--- src/rtl/muldiv_unit.sv ---
// muldiv_unit: iterative 32x32 multiply / 32/32 divide unit with HI/LO results.
// Signed operands are reduced to magnitudes at accept; signs are reapplied in FINISH.
// Optional build macro: MULDIV_FAST_MULT_EN (single-cycle multiply, IDLE -> FINISH).
module muldiv_unit (
    input  logic        clk,
    input  logic        rst_n,
    input  logic        start,
    input  logic        op_div,
    input  logic        unsign,
    input  logic [31:0] a,
    input  logic [31:0] b,
    output logic        busy,
    output logic        done,
    output logic [31:0] hi,
    output logic [31:0] lo
);

    typedef enum logic [1:0] {
        IDLE,
        CALC,
        FINISH
    } state_t;

    state_t      state_q, state_d;
    logic [4:0]  cnt_q, cnt_d;
    logic        op_div_q, op_div_d;
    logic        res_neg_q, res_neg_d;
    logic        rem_neg_q, rem_neg_d;
    logic [31:0] opnd_q, opnd_d;      // multiplicand or divisor magnitude
    logic [31:0] acc_hi_q, acc_hi_d;  // product high half / partial remainder
    logic [31:0] acc_lo_q, acc_lo_d;  // multiplier / dividend shifting into quotient
    logic [31:0] a_orig_q, a_orig_d;  // raw dividend for the divide-by-zero result
    logic [31:0] hi_q, hi_d;
    logic [31:0] lo_q, lo_d;
    logic        done_q, done_d;

    logic [31:0] a_mag, b_mag;
    logic [32:0] add_sum, shifted, trial;
    logic [63:0] prod_raw, prod_fix;

    assign a_mag = (!unsign && a[31]) ? -a : a;
    assign b_mag = (!unsign && b[31]) ? -b : b;

    // Next-state, datapath step and result formatting
    always_comb begin
        state_d   = state_q;
        cnt_d     = cnt_q;
        op_div_d  = op_div_q;
        res_neg_d = res_neg_q;
        rem_neg_d = rem_neg_q;
        opnd_d    = opnd_q;
        acc_hi_d  = acc_hi_q;
        acc_lo_d  = acc_lo_q;
        a_orig_d  = a_orig_q;
        hi_d      = hi_q;
        lo_d      = lo_q;
        done_d    = 1'b0;
        add_sum   = '0;
        shifted   = '0;
        trial     = '0;
        prod_raw  = {acc_hi_q, acc_lo_q};
        prod_fix  = '0;

        case (state_q)
            IDLE: begin
                if (start) begin
                    op_div_d  = op_div;
                    res_neg_d = !unsign && (a[31] ^ b[31]);
                    rem_neg_d = !unsign && a[31];
                    a_orig_d  = a;
                    opnd_d    = b_mag;
                    acc_hi_d  = '0;
                    acc_lo_d  = a_mag;
                    cnt_d     = 5'd31;
                    state_d   = CALC;
`ifdef MULDIV_FAST_MULT_EN
                    if (!op_div) state_d = FINISH;
`endif
                end
            end
            CALC: begin
                if (op_div_q) begin
                    // Restoring step: the 33-bit trial cannot overflow because rem < divisor
                    shifted = {acc_hi_q, acc_lo_q[31]};
                    trial   = shifted - {1'b0, opnd_q};
                    if (!trial[32]) begin
                        acc_hi_d = trial[31:0];
                        acc_lo_d = {acc_lo_q[30:0], 1'b1};
                    end else begin
                        acc_hi_d = shifted[31:0];
                        acc_lo_d = {acc_lo_q[30:0], 1'b0};
                    end
                end else begin
                    add_sum  = {1'b0, acc_hi_q} + (acc_lo_q[0] ? {1'b0, opnd_q} : 33'd0);
                    acc_hi_d = add_sum[32:1];
                    acc_lo_d = {add_sum[0], acc_lo_q[31:1]};
                end
                if (cnt_q == 5'd0) begin
                    state_d = FINISH;
                end else begin
                    cnt_d = cnt_q - 5'd1;
                end
            end
            FINISH: begin
                done_d  = 1'b1;
                state_d = IDLE;
`ifdef MULDIV_FAST_MULT_EN
                if (!op_div_q) prod_raw = {32'b0, opnd_q} * {32'b0, acc_lo_q};
`endif
                if (op_div_q) begin
                    if (opnd_q == '0) begin
                        hi_d = a_orig_q;
                        lo_d = '1;
                    end else begin
                        hi_d = rem_neg_q ? -acc_hi_q : acc_hi_q;
                        lo_d = res_neg_q ? -acc_lo_q : acc_lo_q;
                    end
                end else begin
                    prod_fix = res_neg_q ? -prod_raw : prod_raw;
                    hi_d     = prod_fix[63:32];
                    lo_d     = prod_fix[31:0];
                end
            end
            default: state_d = IDLE;
        endcase
    end

    // State and datapath registers with asynchronous clear
    always_ff @(posedge clk or negedge rst_n) begin
        if (!rst_n) begin
            state_q   <= IDLE;
            cnt_q     <= '0;
            op_div_q  <= 1'b0;
            res_neg_q <= 1'b0;
            rem_neg_q <= 1'b0;
            opnd_q    <= '0;
            acc_hi_q  <= '0;
            acc_lo_q  <= '0;
            a_orig_q  <= '0;
            hi_q      <= '0;
            lo_q      <= '0;
            done_q    <= 1'b0;
        end else begin
            state_q   <= state_d;
            cnt_q     <= cnt_d;
            op_div_q  <= op_div_d;
            res_neg_q <= res_neg_d;
            rem_neg_q <= rem_neg_d;
            opnd_q    <= opnd_d;
            acc_hi_q  <= acc_hi_d;
            acc_lo_q  <= acc_lo_d;
            a_orig_q  <= a_orig_d;
            hi_q      <= hi_d;
            lo_q      <= lo_d;
            done_q    <= done_d;
        end
    end

    assign busy = (state_q != IDLE);
    assign done = done_q;
    assign hi   = hi_q;
    assign lo   = lo_q;

endmodule
--- config.mk ---
export PLATFORM = sky130hd
export DESIGN_NAME = muldiv_unit
export DESIGN_NICKNAME = d
export VERILOG_FILES = /design/src/rtl/muldiv_unit.sv
export SDC_FILE = /design/constraint.sdc
export NUM_CORES = 1
export LEC_CHECK = 0
export CAP_MARGIN = 10
export CORE_ASPECT_RATIO = 0.75
export CORE_MARGIN = 4
export CORE_UTILIZATION = 50
export CTS_BUF_LIST = sky130_fd_sc_hd__clkbuf_16
export DETAILED_ROUTE_END_ITERATION = 12
export PLACE_DENSITY_LB_ADDON = 0.2
export SLEW_MARGIN = 20
export SYNTH_ARGS = -nofsm -noshare
export SYNTH_HDL_FRONTEND = slang
export SYNTH_SLANG_ARGS = --single-unit
--- constraint.sdc ---
create_clock -name clk -period 10.42 [get_ports clk]
set_clock_uncertainty 0.15 [all_clocks]
set_input_delay 2.084 -clock clk [delete_from_list [all_inputs] [get_ports clk]]
set_output_delay 2.084 -clock clk [all_outputs]
set_load 0.02 [all_outputs]
After elaboration in Yosys (flattened, before gate mapping)
Index checks and enable logic that the tools add are counted.

word-level totals
  output and inout port bits = 66
  logic and storage cells = 64
  input port bits = 69
  bits in registers = 203

operators by class
  eq/ne operators = 5
  bitwise logic cells = 1
  multiplexer cells = 25
  add/subtract/negate cells = 8
  reduce and logical (&&, ||, !) cells = 13

operator list
  cell                                                                count
  32-bit 2-to-1 mux                                                   14
  32-bit negator                                                      4
  32-bit one-hot mux with 2 select lines                              2
  64-bit 2-to-1 mux                                                   1
  64-bit negator                                                      1
  32-bit by 32-bit adder with 33-bit output                           1
  33-bit by 32-bit subtractor with 33-bit output                      1
  32-bit zero test                                                    1
  5-bit 2-to-1 mux                                                    2
  5-bit one-hot mux with 2 select lines                               1
  2-bit != test, second input constant                                3
  2-bit AND reduction                                                 3
  5-bit zero test                                                     1
  5-bit by 1-bit subtractor with 5-bit output, second input constant  1
  2-bit 2-to-1 mux                                                    2
  2-bit one-hot mux with 2 select lines                               1
  2-bit nonzero test                                                  2
  1-bit logical AND                                                   3
  3-bit AND reduction                                                 1
  2-bit by 1-bit == test with 1-bit output, second input constant     1
  2-bit == test, second input constant                                1
  2-bit zero test                                                     1
  1-bit 2-to-1 mux                                                    2
  1-bit zero test                                                     1
  1-bit bitwise XOR                                                   1

Depth between registers and ports, before layout
  depth in word-level cells = 5
  depth in mapped cells = 14
  mapped depth without buffers = 13

Worst setup path before layout
Ideal clock, no wire load.

  path type = input port to flip-flop
  start point = input a[6]
  end point = register acc_lo_q[30]
  slack = 6.279 ns
  arrival = 3.856 ns
  library setup time = 0.135 ns
  cell stages on the path = 8
  data required time = 10.135 ns
  cells stage by stage = or4_1 -> nor4_1 -> and2_1 -> a31oi_1 -> a21o_1 -> a21oi_1 -> xor2_1 -> o21ai_0

between the ends
  word-level cells in the longest chain between the ends = 4

ends and longest elaborated chain
  item                                    RTL line  RTL
  from (decl)                             10        input logic [31:0] a,
  32-bit negator                          41        assign a_mag = (!unsign && a[31]) ? -a : a;
  32-bit 2-to-1 mux                       41
  32-bit 2-to-1 mux                       66        if (start) begin
  32-bit one-hot mux with 2 select lines  64        case (state_q)
  to (signal assigned)                    151       acc_lo_q <= acc_lo_d;
  to (decl)                               31        logic [31:0] acc_lo_q, acc_lo_d;

No other way between the ends. The select of a mux whose other input is x is not followed.
A chain may end at the register's enable or synchronous reset.

Final worst setup path
Ends and elaborated chain as after synthesis.

==> report_table.html <==
<table>
<tr><th>Metric</th><th>Value</th></tr>
<tr><th colspan="2">Yosys</th></tr>
<tr><td>Post-synth top area cell</td><td>sky130_fd_sc_hd__dfrtp_1</td></tr>
<tr><td>Number of cells produced by synthesis</td><td>2034</td></tr>
<tr><td>Compound-gate portion of the synthesized area</td><td>23.03%</td></tr>
<tr><td>Primary flip-flop cell chosen by synthesis mapping</td><td>sky130_fd_sc_hd__dfrtp_1</td></tr>
<tr><td>Warnings from Yosys</td><td>0</td></tr>
<tr><td>Share of synthesized cell area in and, or, nand and nor gates</td><td>19.75%</td></tr>
<tr><td>Post-Syn Area per Cell</td><td>between 7 and 8 sq um</td></tr>
<tr><td>Nets in the synthesized netlist</td><td>roughly 2200</td></tr>
<tr><td>Xor-xnor portion of the synthesized cell area</td><td>10.62%</td></tr>
<tr><td>Share of synthesized flip-flops with an asynchronous set or reset</td><td>100.0%</td></tr>
<tr><td>Area share of the largest cell type after synthesis</td><td>between 30% and 40%</td></tr>
<tr><td>Dominant combinational cell family by area after synthesis</td><td>compound AO/OA/AOI/OAI gates</td></tr>
<tr><td>Arithmetic-cell share of the synthesized area counting full adders, half adders and majority gates</td><td>5.665%</td></tr>
<tr><td>Distinct cells, synth</td><td>between 70 and 80</td></tr>
<tr><td>Multiplexer fraction of the synthesized cell area</td><td>3.846%</td></tr>
<tr><td>Most used standard cell by instance count after synthesis</td><td>sky130_fd_sc_hd__nand2_1</td></tr>
<tr><td>Post-Syn Area</td><td>between 15000 and 20000 sq um</td></tr>
<tr><td>Number of enable flip-flop cells after synthesis</td><td>0</td></tr>
<tr><td>Top cells by area, synth</td><td>sky130_fd_sc_hd__dfrtp_1 31%, sky130_fd_sc_hd__nand2_1 6.6%, sky130_fd_sc_hd__o21ai_0 6.3%</td></tr>
<tr><td>Synth Register Bits</td><td>slightly above 200</td></tr>
<tr><td>Post-synth top cells</td><td>286 x sky130_fd_sc_hd__nand2_1, 205 x sky130_fd_sc_hd__o21ai_0, 203 x sky130_fd_sc_hd__dfrtp_1</td></tr>
<tr><td>Sequential share of the synthesized area</td><td>a little under a third</td></tr>
<tr><th colspan="2">Hold path</th></tr>
<tr><td>Path category of the worst min-delay check</td><td>reg -&gt; reg</td></tr>
<tr><td>Worst Hold End</td><td>lo[5]</td></tr>
<tr><td>Hold Path Stages</td><td>2</td></tr>
<tr><td>Source of the worst hold timing path</td><td>lo[5]</td></tr>
<tr><th colspan="2">Clock tree</th></tr>
<tr><td>Clock sinks</td><td>about 200</td></tr>
<tr><td>CTS max path bufs</td><td>3</td></tr>
<tr><td>Clock latency on the worst-skew pair</td><td>around 0.53 ns</td></tr>
<tr><td># resized after CTS</td><td>0</td></tr>
<tr><td>Clock slew seen by the registers of the worst setup and hold paths</td><td>about 0.060 ns</td></tr>
<tr><td>Cell chosen for the clock root</td><td>sky130_fd_sc_hd__clkbuf_16</td></tr>
<tr><td># hold bufs at CTS</td><td>0</td></tr>
<tr><td>Total CTS buffers</td><td>22</td></tr>
<tr><td>CTS tree</td><td>yes</td></tr>
<tr><td>Buffers inserted during post-CTS setup optimization</td><td>0</td></tr>
<tr><td>Clock H-tree levels</td><td>1</td></tr>
<tr><th colspan="2">Timing</th></tr>
<tr><td>Fraction of the cycle the final worst path needs</td><td>approximately 45%</td></tr>
<tr><td>Tightest Pin Transition</td><td>1.201 ns</td></tr>
<tr><td>Total count of hold-check failures in the final report</td><td>0</td></tr>
<tr><td>Maximum clock frequency</td><td>approximately 220 MHz</td></tr>
<tr><td>Min Clock Period, post-route</td><td>between 4 and 5 ns</td></tr>
<tr><td>Final-report setup violation count</td><td>0</td></tr>
<tr><td>RSZ-0062 raised after global routing</td><td>no</td></tr>
<tr><td>Total Neg Setup Slack</td><td>0 ns</td></tr>
<tr><td>Count of pins over their slew limit</td><td>0</td></tr>
<tr><td>Slew HR</td><td>19.92%</td></tr>
<tr><td>Worst hold slack across all endpoints</td><td>0.3124 ns</td></tr>
<tr><th colspan="2">Worst setup path</th></tr>
<tr><td>Startpoint of the worst-slack reg-to-reg timing path</td><td>acc_lo_q[31]</td></tr>
<tr><td>Category of the critical setup timing path</td><td>in -&gt; reg</td></tr>
<tr><td>FF-to-FF setup slack</td><td>approximately 5.8 ns</td></tr>
<tr><td>Cells traversed along the worst timing path</td><td>clkdlybuf4s50_1 -&gt; or4_1 -&gt; nor4_1 -&gt; and2_1 -&gt; a31oi_1 -&gt; a21o_1 -&gt; a21oi_1 -&gt; xor2_1 -&gt; o21ai_0</td></tr>
<tr><td>Highest fanout seen on the critical path</td><td>5</td></tr>
<tr><td>Depth of the most critical reg-to-reg path</td><td>13</td></tr>
<tr><td>Reg2Reg Capture Point</td><td>acc_hi_q[0]</td></tr>
<tr><td>CP max-delay cell</td><td>sky130_fd_sc_hd__or4_1</td></tr>
<tr><td>Critical path endpoint category</td><td>flip-flop</td></tr>
<tr><td>Delay of the slowest cell on the worst path</td><td>0.61 ns</td></tr>
<tr><td>Data required time of the worst path</td><td>about 11 ns</td></tr>
<tr><td>Data arrival, critical path</td><td>~5 ns</td></tr>
<tr><td>Crit start category</td><td>input port</td></tr>
<tr><th colspan="2">Place</th></tr>
<tr><td>Number of cells in the design after placement</td><td>2486</td></tr>
<tr><td>Routability congestion estimate from global placement</td><td>0.9217</td></tr>
<tr><td>DP HPWL</td><td>41070 microns</td></tr>
<tr><td>Quantity of I/O buffers inserted on ports</td><td>around 130</td></tr>
<tr><th colspan="2">Routing</th></tr>
<tr><td>Remaining number of nets flagged by the antenna check after routing</td><td>0</td></tr>
<tr><td>Number of vias after detailed routing</td><td>15470</td></tr>
<tr><td>Number of DRC markers in iteration 0</td><td>between 2000 and 2500</td></tr>
<tr><td>Post-detailed-route DRC marker count</td><td>0</td></tr>
<tr><td>Routed length per instance</td><td>roughly 21 microns</td></tr>
<tr><td>Post-DR vias/cell</td><td>6.129</td></tr>
<tr><td>Number of detailed-route iterations in the first pass</td><td>6</td></tr>
<tr><td>Final wirelength</td><td>around 54000 microns</td></tr>
<tr><th colspan="2">Layout</th></tr>
<tr><td>Post-route insts no fill</td><td>~2500</td></tr>
<tr><td>Area added between synthesis and finish</td><td>12.51%</td></tr>
<tr><td>Proportion of layout cells with a drive suffix above 1</td><td>under 10%</td></tr>
<tr><td>Total Nets Final</td><td>2216</td></tr>
<tr><td>Number of antenna repair diodes</td><td>0</td></tr>
<tr><th colspan="2">Floorplanning</th></tr>
<tr><td>Number of core rows</td><td>56</td></tr>
<tr><td>Top Ports</td><td>135</td></tr>
<tr><td>Area of the core</td><td>about 32000 sq um</td></tr>
<tr><td>Die outline area</td><td>roughly 35000 sq um</td></tr>
<tr><td>Starting utilization of the core area</td><td>51.16%</td></tr>
<tr><td>Die width</td><td>about 220 microns</td></tr>
<tr><td>Die Y-Extent</td><td>163.7 microns</td></tr>
<tr><th colspan="2">Global routing</th></tr>
<tr><td>Initial antenna violation count</td><td>2</td></tr>
<tr><td>Number of global-route vias before repair</td><td>14320</td></tr>
<tr><td>Wire length of the first global-routing pass</td><td>roughly 84000 microns</td></tr>
<tr><td>Global routing usage summed across all routing layers</td><td>between 20 and 30%</td></tr>
<tr><td>Pin count of the biggest net entering global routing</td><td>77</td></tr>
<tr><td>Leftover overflow at the end of global routing</td><td>0</td></tr>
<tr><th colspan="2">Run</th></tr>
<tr><td>Number of max-capacitance violations reported</td><td>0</td></tr>
<tr><th colspan="2">Power</th></tr>
<tr><td>Leakage power summed over all cells</td><td>between 7 and 8 nW</td></tr>
<tr><td>Pwr dens</td><td>between 300 and 400 nW/um^2</td></tr>
<tr><td>Peak ir drop on the vdd network</td><td>between 200 and 250 uV</td></tr>
<tr><th colspan="2">Run status</th></tr>
<tr><td>Status</td><td>finished, final reports clean</td></tr>
</table>
## cell families (layout without fill, tap and decap cells)
logic type	Yosys count	after routing
muxes	62	62
adders and majority gates	72	72
DFF	203	203
xor gates and xnor gates	196	196
buffers and inverters	199	254
AOI/OAI and AO/OA	608	608
and+or+nand+nor	694	694
## worst max-delay path by stage
stage | cells after the start | end | from | slack (ns)
after detailed placement | 9 | acc_lo_q[30] | a[6] | 5.38
after global routing | 9 | acc_lo_q[30] | a[6] | 5.57
after global placement | 9 | acc_lo_q[30] | a[6] | 5.49
after floorplan | 8 | acc_lo_q[30] | a[6] | 6.28
after CTS | 9 | acc_lo_q[30] | a[6] | 5.84
final | 9 | acc_lo_q[30] | a[6] | 5.77
## sequential cells by signal (all words and copies together) (netlist names)
name       count
opnd_q        32
lo            32
state_q        2
rem_neg_q      1
hi            32
acc_lo_q      32
acc_hi_q      32
cnt_q          5
done           1
op_div_q       1
res_neg_q      1
a_orig_q      32
## through the flow
step                      utilization, %  setup WS (ns)  power, mW  instance area (sq um)
after floorplan                        -          6.279      4.451                  16170
after global placement             55.48          5.486      5.478                  17530
after detailed placement           55.48          5.376      5.524                  17530
after CTS                          57.57          5.843      6.289                  18190
after global routing               57.57          5.573      6.865                  18190
final                              57.57          5.774      6.405                  18190
## worst max-delay path: cells and delay by family
family | cells | cell delay (ns)
AOI/OAI and AO/OA | 4 | 0.80
xor gates and xnor gates | 1 | 0.20
buffers and inverters | 1 | 0.48
and+or+nand+nor | 3 | 1.29
## where the power goes
group          internal (mW)  leakage, nW  switching (mW)
registers               1.08         2.33           0.594
logic                   1.60         5.11            2.39
clock network          0.409        0.345           0.339
total                   3.09         7.78            3.32
## cells in the final DEF, fill, tap and decap left out, types with 32 or more instances in the layout
cell type                         instances
sky130_fd_sc_hd__xnor2_1                 81
sky130_fd_sc_hd__dfrtp_1                201
sky130_fd_sc_hd__nand2_1                285
sky130_fd_sc_hd__a21oi_1                163
sky130_fd_sc_hd__clkdlybuf4s50_1        133
sky130_fd_sc_hd__mux2i_1                 61
sky130_fd_sc_hd__nand3_1                 32
sky130_fd_sc_hd__o21ai_0                205
sky130_fd_sc_hd__nor2_1                 183
sky130_fd_sc_hd__xor2_1                 115
sky130_fd_sc_hd__a21o_1                  33
sky130_fd_sc_hd__ha_1                    70
sky130_fd_sc_hd__inv_1                   71
## area by class of cell
| type | count | area [sq um] |
|---|---|---|
| Multi-Input combinational cell | 1632 | 10180 |
| Sequential cell | 203 | 5085 |
| Timing Repair Buffer | 151 | 1473 |
| Clock buffer | 22 | 550.5 |
| Inverter | 65 | 244.0 |
| Tap cell | 435 | 544.3 |
| Fill cell | 2972 | 13410 |
| Clock inverter | 16 | 110.1 |
## routing by layer
layer  global-route usage, %  vias to the layer above  part of all wire [%]
met2                   39.08                      764                    37
li1                        -                     7300                     -
met5                       0                        -                 0.026
met3                   9.765                       74                    13
met4                   4.302                        2                   1.7
met1                   47.54                     7329                    48
No activity file was read; power rests on OpenSTA's default activity.
